## src/rtl/serial_adder_if.sv

```systemverilog
// Operand/result bundle for serial_adder: the requester drives start and operands,
// the adder returns busy/done and the registered result.
interface serial_adder_if #(
   parameter int unsigned WIDTH = 8
) ();
   logic             start;
   logic [WIDTH-1:0] A;
   logic [WIDTH-1:0] B;
   logic             Cin;
   logic             Sub;
   logic             busy;
   logic             done;
   logic [WIDTH-1:0] S;
   logic             Cout;
   logic             Ovf;

   modport master (
      output start, A, B, Cin, Sub,
      input  busy, done, S, Cout, Ovf
   );

   modport slave (
      input  start, A, B, Cin, Sub,
      output busy, done, S, Cout, Ovf
   );
endinterface

```

## src/rtl/serial_adder.sv

```systemverilog
// Digit-serial adder/subtractor: DIGIT bits per clock over WIDTH/DIGIT cycles, with a
// registered carry between digits, start/busy/done handshake and signed overflow.
module serial_adder #(
   parameter int unsigned WIDTH = 8,
   parameter int unsigned DIGIT = 1
) (
   input logic           clk,
   input logic           rst,
   serial_adder_if.slave bus_io
);
   localparam int unsigned N    = WIDTH / DIGIT;
   localparam int unsigned CntW = (N > 1) ? $clog2(N) : 1;

   localparam logic [1:0] StIdle = 2'd0;
   localparam logic [1:0] StRun  = 2'd1;
   localparam logic [1:0] StDone = 2'd2;

   logic [1:0]       state_q, state_d;
   logic [WIDTH-1:0] a_q, a_d;
   logic [WIDTH-1:0] b_q, b_d;
   logic [WIDTH-1:0] sum_q, sum_d;
   logic             carry_q, carry_d;
   logic [CntW-1:0]  cnt_q, cnt_d;
   logic [WIDTH-1:0] s_q, s_d;
   logic             cout_q, cout_d;
   logic             ovf_q, ovf_d;

   logic [DIGIT:0]   chain;
   logic [DIGIT-1:0] dig_sum;
   logic [WIDTH-1:0] sum_shift;
   logic             last_digit;

   // One DIGIT-bit ripple of full-adder cells fed by the registered carry.
   always_comb begin
      chain[0] = carry_q;
      dig_sum  = '0;
      for (int i = 0; i < DIGIT; i++) begin
         dig_sum[i]   = a_q[i] ^ b_q[i] ^ chain[i];
         chain[i + 1] = (a_q[i] & b_q[i]) | (chain[i] & (a_q[i] ^ b_q[i]));
      end
   end

   // Digit sums enter at the MSB so that after N digits the register is in bit order.
   always_comb begin
      sum_shift                    = sum_q >> DIGIT;
      sum_shift[WIDTH-1 -: DIGIT]  = dig_sum;
   end

   assign last_digit = (cnt_q == CntW'(N - 1));

   always_comb begin
      state_d = state_q;
      a_d     = a_q;
      b_d     = b_q;
      sum_d   = sum_q;
      carry_d = carry_q;
      cnt_d   = cnt_q;
      s_d     = s_q;
      cout_d  = cout_q;
      ovf_d   = ovf_q;

      case (state_q)
         StIdle, StDone: begin
            if (bus_io.start) begin
               state_d = StRun;
               a_d     = bus_io.A;
               // Subtract runs as A + ~B + !borrow, so B is stored inverted.
               b_d     = bus_io.Sub ? ~bus_io.B : bus_io.B;
               carry_d = bus_io.Cin ^ bus_io.Sub;
               cnt_d   = '0;
               sum_d   = '0;
            end else begin
               state_d = StIdle;
            end
         end
         StRun: begin
            sum_d   = sum_shift;
            a_d     = a_q >> DIGIT;
            b_d     = b_q >> DIGIT;
            carry_d = chain[DIGIT];
            cnt_d   = cnt_q + CntW'(1);
            if (last_digit) begin
               state_d = StDone;
               s_d     = sum_shift;
               cout_d  = chain[DIGIT];
               ovf_d   = chain[DIGIT] ^ chain[DIGIT-1];
            end
         end
         default: begin
            state_d = StIdle;
         end
      endcase
   end

   always_ff @(posedge clk or posedge rst) begin
      if (rst) begin
         state_q <= StIdle;
         a_q     <= '0;
         b_q     <= '0;
         sum_q   <= '0;
         carry_q <= 1'b0;
         cnt_q   <= '0;
         s_q     <= '0;
         cout_q  <= 1'b0;
         ovf_q   <= 1'b0;
      end else begin
         state_q <= state_d;
         a_q     <= a_d;
         b_q     <= b_d;
         sum_q   <= sum_d;
         carry_q <= carry_d;
         cnt_q   <= cnt_d;
         s_q     <= s_d;
         cout_q  <= cout_d;
         ovf_q   <= ovf_d;
      end
   end

   assign bus_io.busy = (state_q == StRun);
   assign bus_io.done = (state_q == StDone);
   assign bus_io.S    = s_q;
   assign bus_io.Cout = cout_q;
   assign bus_io.Ovf  = ovf_q;
endmodule

```

## src/flat_wrapper.sv

```systemverilog
// flat-port wrapper written by rule: the top's interface ports become plain ports
module serial_adder_flat 
#(
   parameter int unsigned WIDTH = 8,
   parameter int unsigned DIGIT = 1
)
  (clk, rst, bus_io_start, bus_io_A, bus_io_B, bus_io_Cin, bus_io_Sub, bus_io_busy, bus_io_done, bus_io_S, bus_io_Cout, bus_io_Ovf);
  serial_adder_if #(.WIDTH(WIDTH)) bus_io_i ();
  input logic clk;
  input logic rst;
  input wire logic [$bits(bus_io_i.start)-1:0] bus_io_start;
  input wire logic [$bits(bus_io_i.A)-1:0] bus_io_A;
  input wire logic [$bits(bus_io_i.B)-1:0] bus_io_B;
  input wire logic [$bits(bus_io_i.Cin)-1:0] bus_io_Cin;
  input wire logic [$bits(bus_io_i.Sub)-1:0] bus_io_Sub;
  output wire logic [$bits(bus_io_i.busy)-1:0] bus_io_busy;
  output wire logic [$bits(bus_io_i.done)-1:0] bus_io_done;
  output wire logic [$bits(bus_io_i.S)-1:0] bus_io_S;
  output wire logic [$bits(bus_io_i.Cout)-1:0] bus_io_Cout;
  output wire logic [$bits(bus_io_i.Ovf)-1:0] bus_io_Ovf;
  assign bus_io_i.start = bus_io_start;
  assign bus_io_i.A = bus_io_A;
  assign bus_io_i.B = bus_io_B;
  assign bus_io_i.Cin = bus_io_Cin;
  assign bus_io_i.Sub = bus_io_Sub;
  assign bus_io_busy = bus_io_i.busy;
  assign bus_io_done = bus_io_i.done;
  assign bus_io_S = bus_io_i.S;
  assign bus_io_Cout = bus_io_i.Cout;
  assign bus_io_Ovf = bus_io_i.Ovf;
  serial_adder #(.WIDTH(WIDTH), .DIGIT(DIGIT)) u_core (.clk(clk), .rst(rst), .bus_io(bus_io_i));
endmodule
```

## config.mk

```make
export PLATFORM = sky130hd
export DESIGN_NAME = serial_adder_flat
export DESIGN_NICKNAME = d
export VERILOG_FILES = /design/src/rtl/serial_adder_if.sv /design/src/rtl/serial_adder.sv /design/src/flat_wrapper.sv
export SDC_FILE = /design/constraint.sdc
export NUM_CORES = 1
export LEC_CHECK = 0
export ABC_AREA = 1
export ABC_CLOCK_PERIOD_IN_PS = 1710
export CORE_MARGIN = 2
export CORE_UTILIZATION = 45
export CTS_BUF_LIST = sky130_fd_sc_hd__clkbuf_8
export CTS_CLUSTER_DIAMETER = 60
export CTS_CLUSTER_SIZE = 14
export DETAILED_ROUTE_END_ITERATION = 10
export DONT_BUFFER_PORTS = 1
export SYNTH_ARGS = -nofsm -noshare
export SYNTH_HDL_FRONTEND = slang
export SYNTH_SLANG_ARGS = --single-unit
```

## constraint.sdc

```tcl
create_clock -name clk -period 1.71 [get_ports clk]
set_clock_uncertainty 0.05 [all_clocks]
set_input_delay 0.4275 -clock clk [delete_from_list [all_inputs] [get_ports clk]]
set_output_delay 0.4275 -clock clk [all_outputs]
set_load 0.005 [all_outputs]
```

==> results of run 1 <==
==> what timing repair did <==
| item | 4_1_cts | 5_1_grt |
|---|---|---|
| gates resized for setup | 0 | 1 |
| setup endpoints to repair | 0 | 1 |
| setup buffers | 0 | 0 |
==> synth_stat cells <==
cell	instances
nand2_1	111
dfrtp_1	39
nand3_1	38
inv_1	19
nor2_1	5
buf_2	3
buf_6	3
inv_2	3
buf_4	2
ha_1	2
a21oi_1	1
clkbuf_1	1
fa_1	1
nand2_2	1
nand2_4	1
nor2_2	1
nor2_4	1
o21ai_0	1
xor2_1	1
==> critical path, cell delays in order (launching register included) <==
cell and delay [ps]:
dfrtp_1 390, inv_2 100, nor2_2 180, buf_4 140
==> metal layers <==
| layer | share of wire, % | up-vias | track usage, % |
|---|---|---|---|
| met5 | 0 | - | 0 |
| met4 | 1.9 | 0 | 7.750 |
| met3 | 7.6 | 6 | 6.250 |
| met2 | 44 | 42 | 26.70 |
| met1 | 47 | 646 | 23.41 |
| li1 | - | 722 | - |
==> flip-flops by register name, indices dropped and copies added, names as in the netlist <==
register            flops
u_core.carry_q          1
u_core.sum_q            7
u_core.bus_io.Ovf       1
u_core.a_q              8
u_core.bus_io.S         8
u_core.bus_io.Cout      1
u_core.cnt_q            3
u_core.state_q          2
u_core.b_q              8
==> cell type report <==
type	count	area [um^2]	share of cell area (%)
sequential	39	975.9	48.66
tap	50	62.56	3.119
clock inverter	3	43.79	2.183
multi-input combinational	164	726.9	36.24
clock buffer	5	68.82	3.431
timing repair buffer	6	45.04	2.246
inverter	22	82.58	4.117
==> kinds of logic after synthesis <==
logic type,count (synthesis)
DFF,39
adders and majority gates,3
buffers and inverters,31
AOI/OAI and AO/OA,2
and+or+nand+nor,158
xor gates and xnor gates,1
==> final timing paths <==
kind / startpoint / end / cells past startpoint
max: u_core.state_q[0] / bus_io_busy / 3
min in group clk: bus_io_A[7] / u_core.a_q[7] / 2
max reg2reg: u_core.carry_q / u_core.bus_io.Ovf / 4
min reg2reg: u_core.b_q[7] / u_core.b_q[7] / 2
max in group asynchronous: rst / u_core.b_q[1] / 2
min: rst / u_core.sum_q[1] / 2
==> through the flow <==
step,worst slack (ps),instance area [um^2]
after floorplan,343.2,1851
after global placement,371.7,1891
after detailed placement,351.3,1891
after CTS,2.763,2003
after global routing,49.23,2006
final,120.9,2006
==> power by group through the flow <==
stage	Clock [mW]	Combinational [mW]	Sequential (mW)
final	0.777	1.29	1.61
after global routing	0.823	1.56	1.67
after CTS	0.794	1.32	1.62
after detailed placement	0	1.32	1.63
after global placement	0	1.29	1.63
after floorplan	0	1.11	1.57
==> results.md, run 1 <==
- Final worst-path cycle share: 92.93%
- Detailed Place HPWL: around 2.3 mm
- Synth Area in Simple Gates: 35.70%
- CP arrival: ~1100 ps
- Gate count of the mapped netlist: 234
- Die area: ~4600 um^2
- WL per Instance: about 12 um
- Reg clk slew, reported paths: 80 ps
- Switch share: about two fifths
- Post-synth net total: 258
- Largest net degree at the start of global routing: 40
- Final Power: 3.681 mW
- CP Class: register to primary output
- Post-DRT Antenna Nets: 0
- Post-Syn Area: 1851 um^2
- Total CTS buffers: 5
- Final Setup Violations: 0
- NetSw: around 1.4 mW
- Synth Area in XOR/XNOR: less than 1%
- HP Class: input pin to async pin
- Max Cap Violations: 0
- # rows: 23
- Mapped Avg Cell Area: 7.908 um^2
- Slew @ Worst Pin: 490.3 ps
- Setup TNS: 0 ps
- N_diodes: 0
- Nets: 262
- Core Area: 3971 um^2
- Worst-skew pair later-pin latency: about 300 ps
- Synth top area share: 52.74%
- FILL cells: 392
- Final Hold Viols: 0
- WL final: 3.491 mm
- Clock power frac: 21.1%
- Port bufs: 0
- Worst hold slack: 67.94 ps
- Comb power frac: 35.1%
- R2r setup slk: 350 ps
- Post-synthesis adder-cell area fraction: 2.434%
- Status: complete, no violations
- Final core utilization: ~51%
- First-pass GRT wire length: 5.996 mm
- Layout cell share with drive strength beyond 1: slightly above 9%
- Post-synthesis cell type count: 19
- CTS tree: done
- Crit path required time: 1230 ps
- Htree depth: 2
- Compound-gate portion of the synthesized area: 0.5409%
- Count of clock tree sinks: 39
- Multiplexer area fraction after synthesis: 0%
- Critical Path Source Type: register
- Fmax: between 600 and 700 MHz
- Cells after DPL: 281
- DR vias: 1416
- Peak supply drop: 0.8707 mV
- Vias per inst: 4.900
- Die Height: just under 70 um
- DRC: 0
- Min Tclk post-route: around 1600 ps
- #FFs+latches synth: 39
- Initial Util: 46.60%
- DR pass1 iterations: 4
- Vias in the first global route: 1353
- Synth warn: 0
- Pint: 2.276 mW
- Worst rel slew slack: 67.31%
- Combinational family with the most area after synthesis: simple AND/OR/NAND/NOR gates
- Sequential power share: approximately 44%
- Final Max Slew Viols: 0
- Initial antenna violation count: 0
- Sequential-to-total area share from yosys stat: a little over half
- Critical Path Sink Type: primary output
- Tot GR Track Use: 17.86%
- Non-Filler Instances: between 200 and 300
- Crit path max fanout: 9
- RSZ-0062 raised after global routing: false
- Clock tree buffer depth: 2
- Die W: between 60 and 70 um
- Root buffer cell: clkbuf_8
- Area growth, synth to finish: 8.384%
- Leading cell type in the layout, fill and taps excluded: nand2_1
- DR iter-0 viols: 78
- Global route total overflow: 0
- Io pins: 33
- Yosys top cell by area: dfrtp_1
- GP Congestion: ~0.77
- Leak pwr: 1.105 nW
- Synth top area cells: dfrtp_1 53%, nand2_1 23%, nand3_1 10%
- Pwr Density: 1835 nW/um^2
- Commonest non-fill, non-tap cells in the layout: 111 x nand2_1, 39 x dfrtp_1, 38 x nand3_1
- # hold bufs at CTS: 0
(Power assumes the default switching activity.)
==> run 2, diff against run 1 <==
--- a/config.mk
+++ b/config.mk
@@ -5,7 +5,6 @@
 export SDC_FILE = /design/constraint.sdc
 export NUM_CORES = 1
 export LEC_CHECK = 0
-export ABC_AREA = 1
 export ABC_CLOCK_PERIOD_IN_PS = 1710
 export CORE_MARGIN = 2
 export CORE_UTILIZATION = 45
==> results.md, run 2 <==
- Total CTS buffers: 5 (unchanged)
- RR Endpoint: u_core.bus_io.S[7] (was u_core.bus_io.Ovf)
- Port bufs: 0 (unchanged)
- CP Class: register to primary output (unchanged)
- Die Height: 64.97 um (was 68.13 um)
- Pwr Density: 1954 nW/um^2 (was 1835 nW/um^2)
- Io pins: 33 (unchanged)
- Initial antenna violation count: 0 (unchanged)
- Leak pwr: 0.8988 nW (was 1.105 nW)
- Gate count of the mapped netlist: 124 (was 234)
- Layout cell share with drive strength beyond 1: 20.16% (was 9.205%)
- Die area: 4221 um^2 (was 4641 um^2)
- Top FF cell, synth: dfrtp_1 (unchanged)
- Synth top area share: 58.34% (was 52.74%)
- Area growth, synth to finish: 10.85% (was 8.384%)
- Peak supply drop: 0.7066 mV (was 0.8707 mV)
- Post-synthesis cell type count: 23 (was 19)
- Yosys top cell by area: dfrtp_1 (unchanged)
- Worst rel slew slack: 58.44% (was 67.31%)
- Leading cell type in the layout, fill and taps excluded: dfrtp_1 (was nand2_1)
- Detailed Place HPWL: 1.914 mm (was 2.302 mm)
- Count of clock tree sinks: 39 (unchanged)
- CP arrival: 1080 ps (was 1110 ps)
- Tot GR Track Use: 15.44% (was 17.86%)
- Crit path max fanout: 8 (was 9)
- First-pass GRT wire length: 4.733 mm (was 5.996 mm)
- Post-synth net total: 148 (was 258)
- Status: complete, no violations (unchanged)
- Largest net degree at the start of global routing: 40 (unchanged)
- Max Cap Violations: 0 (unchanged)
- DRC: 0 (unchanged)
- Critical Path Source Type: register (unchanged)
- Crit path required time: 1230 ps (about the same)
- #FFs+latches synth: 39 (unchanged)
- Async SR Flop Fraction: 100.0% (unchanged)
- GP Congestion: 0.6789 (was 0.7663)
- Top cells by count, synth: 39 x dfrtp_1, 18 x a22o_1, 10 x mux2_2, 9 x xnor2_1 (was 111 x nand2_1, 39 x dfrtp_1, 38 x nand3_1, 19 x inv_1, 5 x nor2_1)
- Switch share: 31.12% (was 38.18%)
- Vias per inst: 5.593 (was 4.900)
- CTS tree: done (unchanged)
- Worst setup slack after layout: 150.0 ps (was 120.9 ps)
- DR iter-0 viols: 94 (was 78)
- Mapped Avg Cell Area: 13.49 um^2 (was 7.908 um^2)
- Number of synthesized flops with an enable pin: 0 (unchanged)
- NetSw: 1.127 mW (was 1.406 mW)
- Htree depth: 2 (unchanged)
- Dominant cell by count in the synthesized netlist: dfrtp_1 (was nand2_1)
- Post-Syn Area: 1673 um^2 (was 1851 um^2)
- Setup TNS: 0 ps (unchanged)
- Core Area: 3606 um^2 (was 3971 um^2)
- Root buffer cell: clkbuf_8 (unchanged)
- # rows: 22 (was 23)
- WL final: 2.815 mm (was 3.491 mm)
- Synth top area cells: dfrtp_1 58%, a22o_1 9.4%, mux2_2 6.7% (was dfrtp_1 53%, nand2_1 23%, nand3_1 10%)
- Clock tree buffer depth: 2 (unchanged)
- N_diodes: 0 (unchanged)
- Commonest non-fill, non-tap cells in the layout: 39 x dfrtp_1, 18 x a22o_1, 10 x mux2_2 (was 111 x nand2_1, 39 x dfrtp_1, 38 x nand3_1)
- Final Hold Viols: 0 (unchanged)
- Final Setup Violations: 0 (unchanged)
- DR vias: 990 (was 1416)
- Final Max Slew Viols: 0 (unchanged)
- Synth warn: 0 (unchanged)
- Slew @ Worst Pin: 622.0 ps (was 490.3 ps)
- Worst-skew pair later-pin latency: 290 ps (was 300 ps)
- Pint: 2.495 mW (was 2.276 mW)
- Post-Place Cell Area: 1732 um^2 (was 1891 um^2)
- Final Power: 3.623 mW (was 3.681 mW)
- Sequential power share: 45.0% (was 43.8%)
- Reg clk slew, reported paths: 70 ps (was 80 ps)
- RSZ-0062 raised after global routing: false (unchanged)
- Min Tclk post-route: 1560 ps (was 1589 ps)
- Comb power frac: 33.5% (was 35.1%)
- Fmax: 641.0 MHz (was 629.3 MHz)
- HP Class: input pin to async pin (unchanged)
- Critical Path Sink Type: primary output (unchanged)
- Pre-CTS setup slack: 163.1 ps (was 351.3 ps)
- Vias in the first global route: 1017 (was 1353)
- WL per Instance: 15.90 um (was 12.08 um)
- Worst R2R Start: u_core.cnt_q[0] (was u_core.carry_q)
- Global route total overflow: 0 (unchanged)
- Initial Util: 46.39% (was 46.60%)
- R2r setup slk: 170 ps (was 350 ps)
- Non-Filler Instances: 177 (was 289)
- Sequential-to-total area share from yosys stat: 58.34% (was 52.74%)
- DR pass1 iterations: 2 (was 4)
- Clock power frac: 21.5% (was 21.1%)
- Final instance area: 1854 um^2 (was 2006 um^2)
- R2R depth: 5 (was 4)
- Post-DRT Antenna Nets: 0 (unchanged)
- Cells after DPL: 169 (was 281)
- Die W: 64.97 um (was 68.13 um)
- # hold bufs at CTS: 0 (unchanged)
- Final worst-path cycle share: 91.23% (was 92.93%)
- Nets: 152 (was 262)
[run 2: cell types whose count changed after synthesis, sizes merged, moves of 8 or more]
cell / delta
nand3: -38
a22o: +18
nand2: -112
xnor2: +9
inv: -19
mux2: +10
a221o: +8
[run 2: through the flow]
step	util [%]	hold slack, ps
2_1_floorplan	-	399.6
3_3_place_gp	48.02	409.1
3_5_place_dp	48.02	416.5
4_1_cts	51.28	102.7
5_1_grt	51.42	125.7
6_report	51.42	83.29
[run 2: kinds of logic (layout without fill, tap and decap cells)]
family,Yosys count,after routing,share of synthesized area (%)
compound gates,35,35,17.95
fa+ha+maj,3,3,2.692
flops,39,39,58.34
xor+xnor,10,10,5.236
simple gates,15,15,4.862
buf+inv,12,17,4.188
mux,10,10,6.732
[run 2: worst max path at each step]
| stage | start | endpoint | slack (ps) | depth (start not counted) |
|---|---|---|---|---|
| 2_1_floorplan | u_core.cnt_q[0] | u_core.bus_io.Cout | 140 | 5 |
| 3_3_place_gp | u_core.cnt_q[0] | u_core.bus_io.S[1] | 200 | 5 |
| 3_5_place_dp | u_core.cnt_q[0] | u_core.bus_io.S[7] | 160 | 5 |
| 4_1_cts | u_core.state_q[0] | bus_io_busy | 60 | 2 |
| 5_1_grt | u_core.state_q[0] | bus_io_busy | 70 | 2 |
| 6_report | u_core.state_q[0] | bus_io_busy | 150 | 2 |
[run 2: layout make-up]
cell class                 instances  area [um^2]
clock buffer                       6        82.58
sequential                        39        975.9
multi-input combinational         73        631.9
inverter                           3        11.26
tap                               48        60.06
clock inverter                     2        35.03
timing repair buffer               6        57.56
fill                             335         1752
[run 2: metal layers]
| metal | vias to the layer above | track usage (%) | share of wire, % |
|---|---|---|---|
| met5 | - | 0 | 0 |
| li1 | 456 | - | - |
| met3 | 8 | 4.514 | 5.3 |
| met4 | 0 | 10.37 | 2.5 |
| met2 | 27 | 24.61 | 50 |
| met1 | 499 | 17.93 | 42 |
[run 2: power groups by stage]
| stage | logic [mW] | clock network [mW] | registers [mW] |
|---|---|---|---|
| floorplan | 1.06 | 0 | 1.56 |
| global placement | 1.18 | 0 | 1.63 |
| detailed placement | 1.22 | 0 | 1.65 |
| CTS | 1.23 | 0.802 | 1.63 |
| global route | 1.35 | 0.857 | 1.69 |
| finish | 1.21 | 0.779 | 1.63 |
[run 2: timing repair]
action | 4_1_cts | 5_1_grt
setup buffers | 0 | 0
gates resized for setup | 0 | 1
setup endpoints to repair | 0 | 1
[run 2: worst max-delay path: stages, from the launching register on]
cell	delay, ps
dfrtp_1	390
nor2b_4	220
buf_4	190
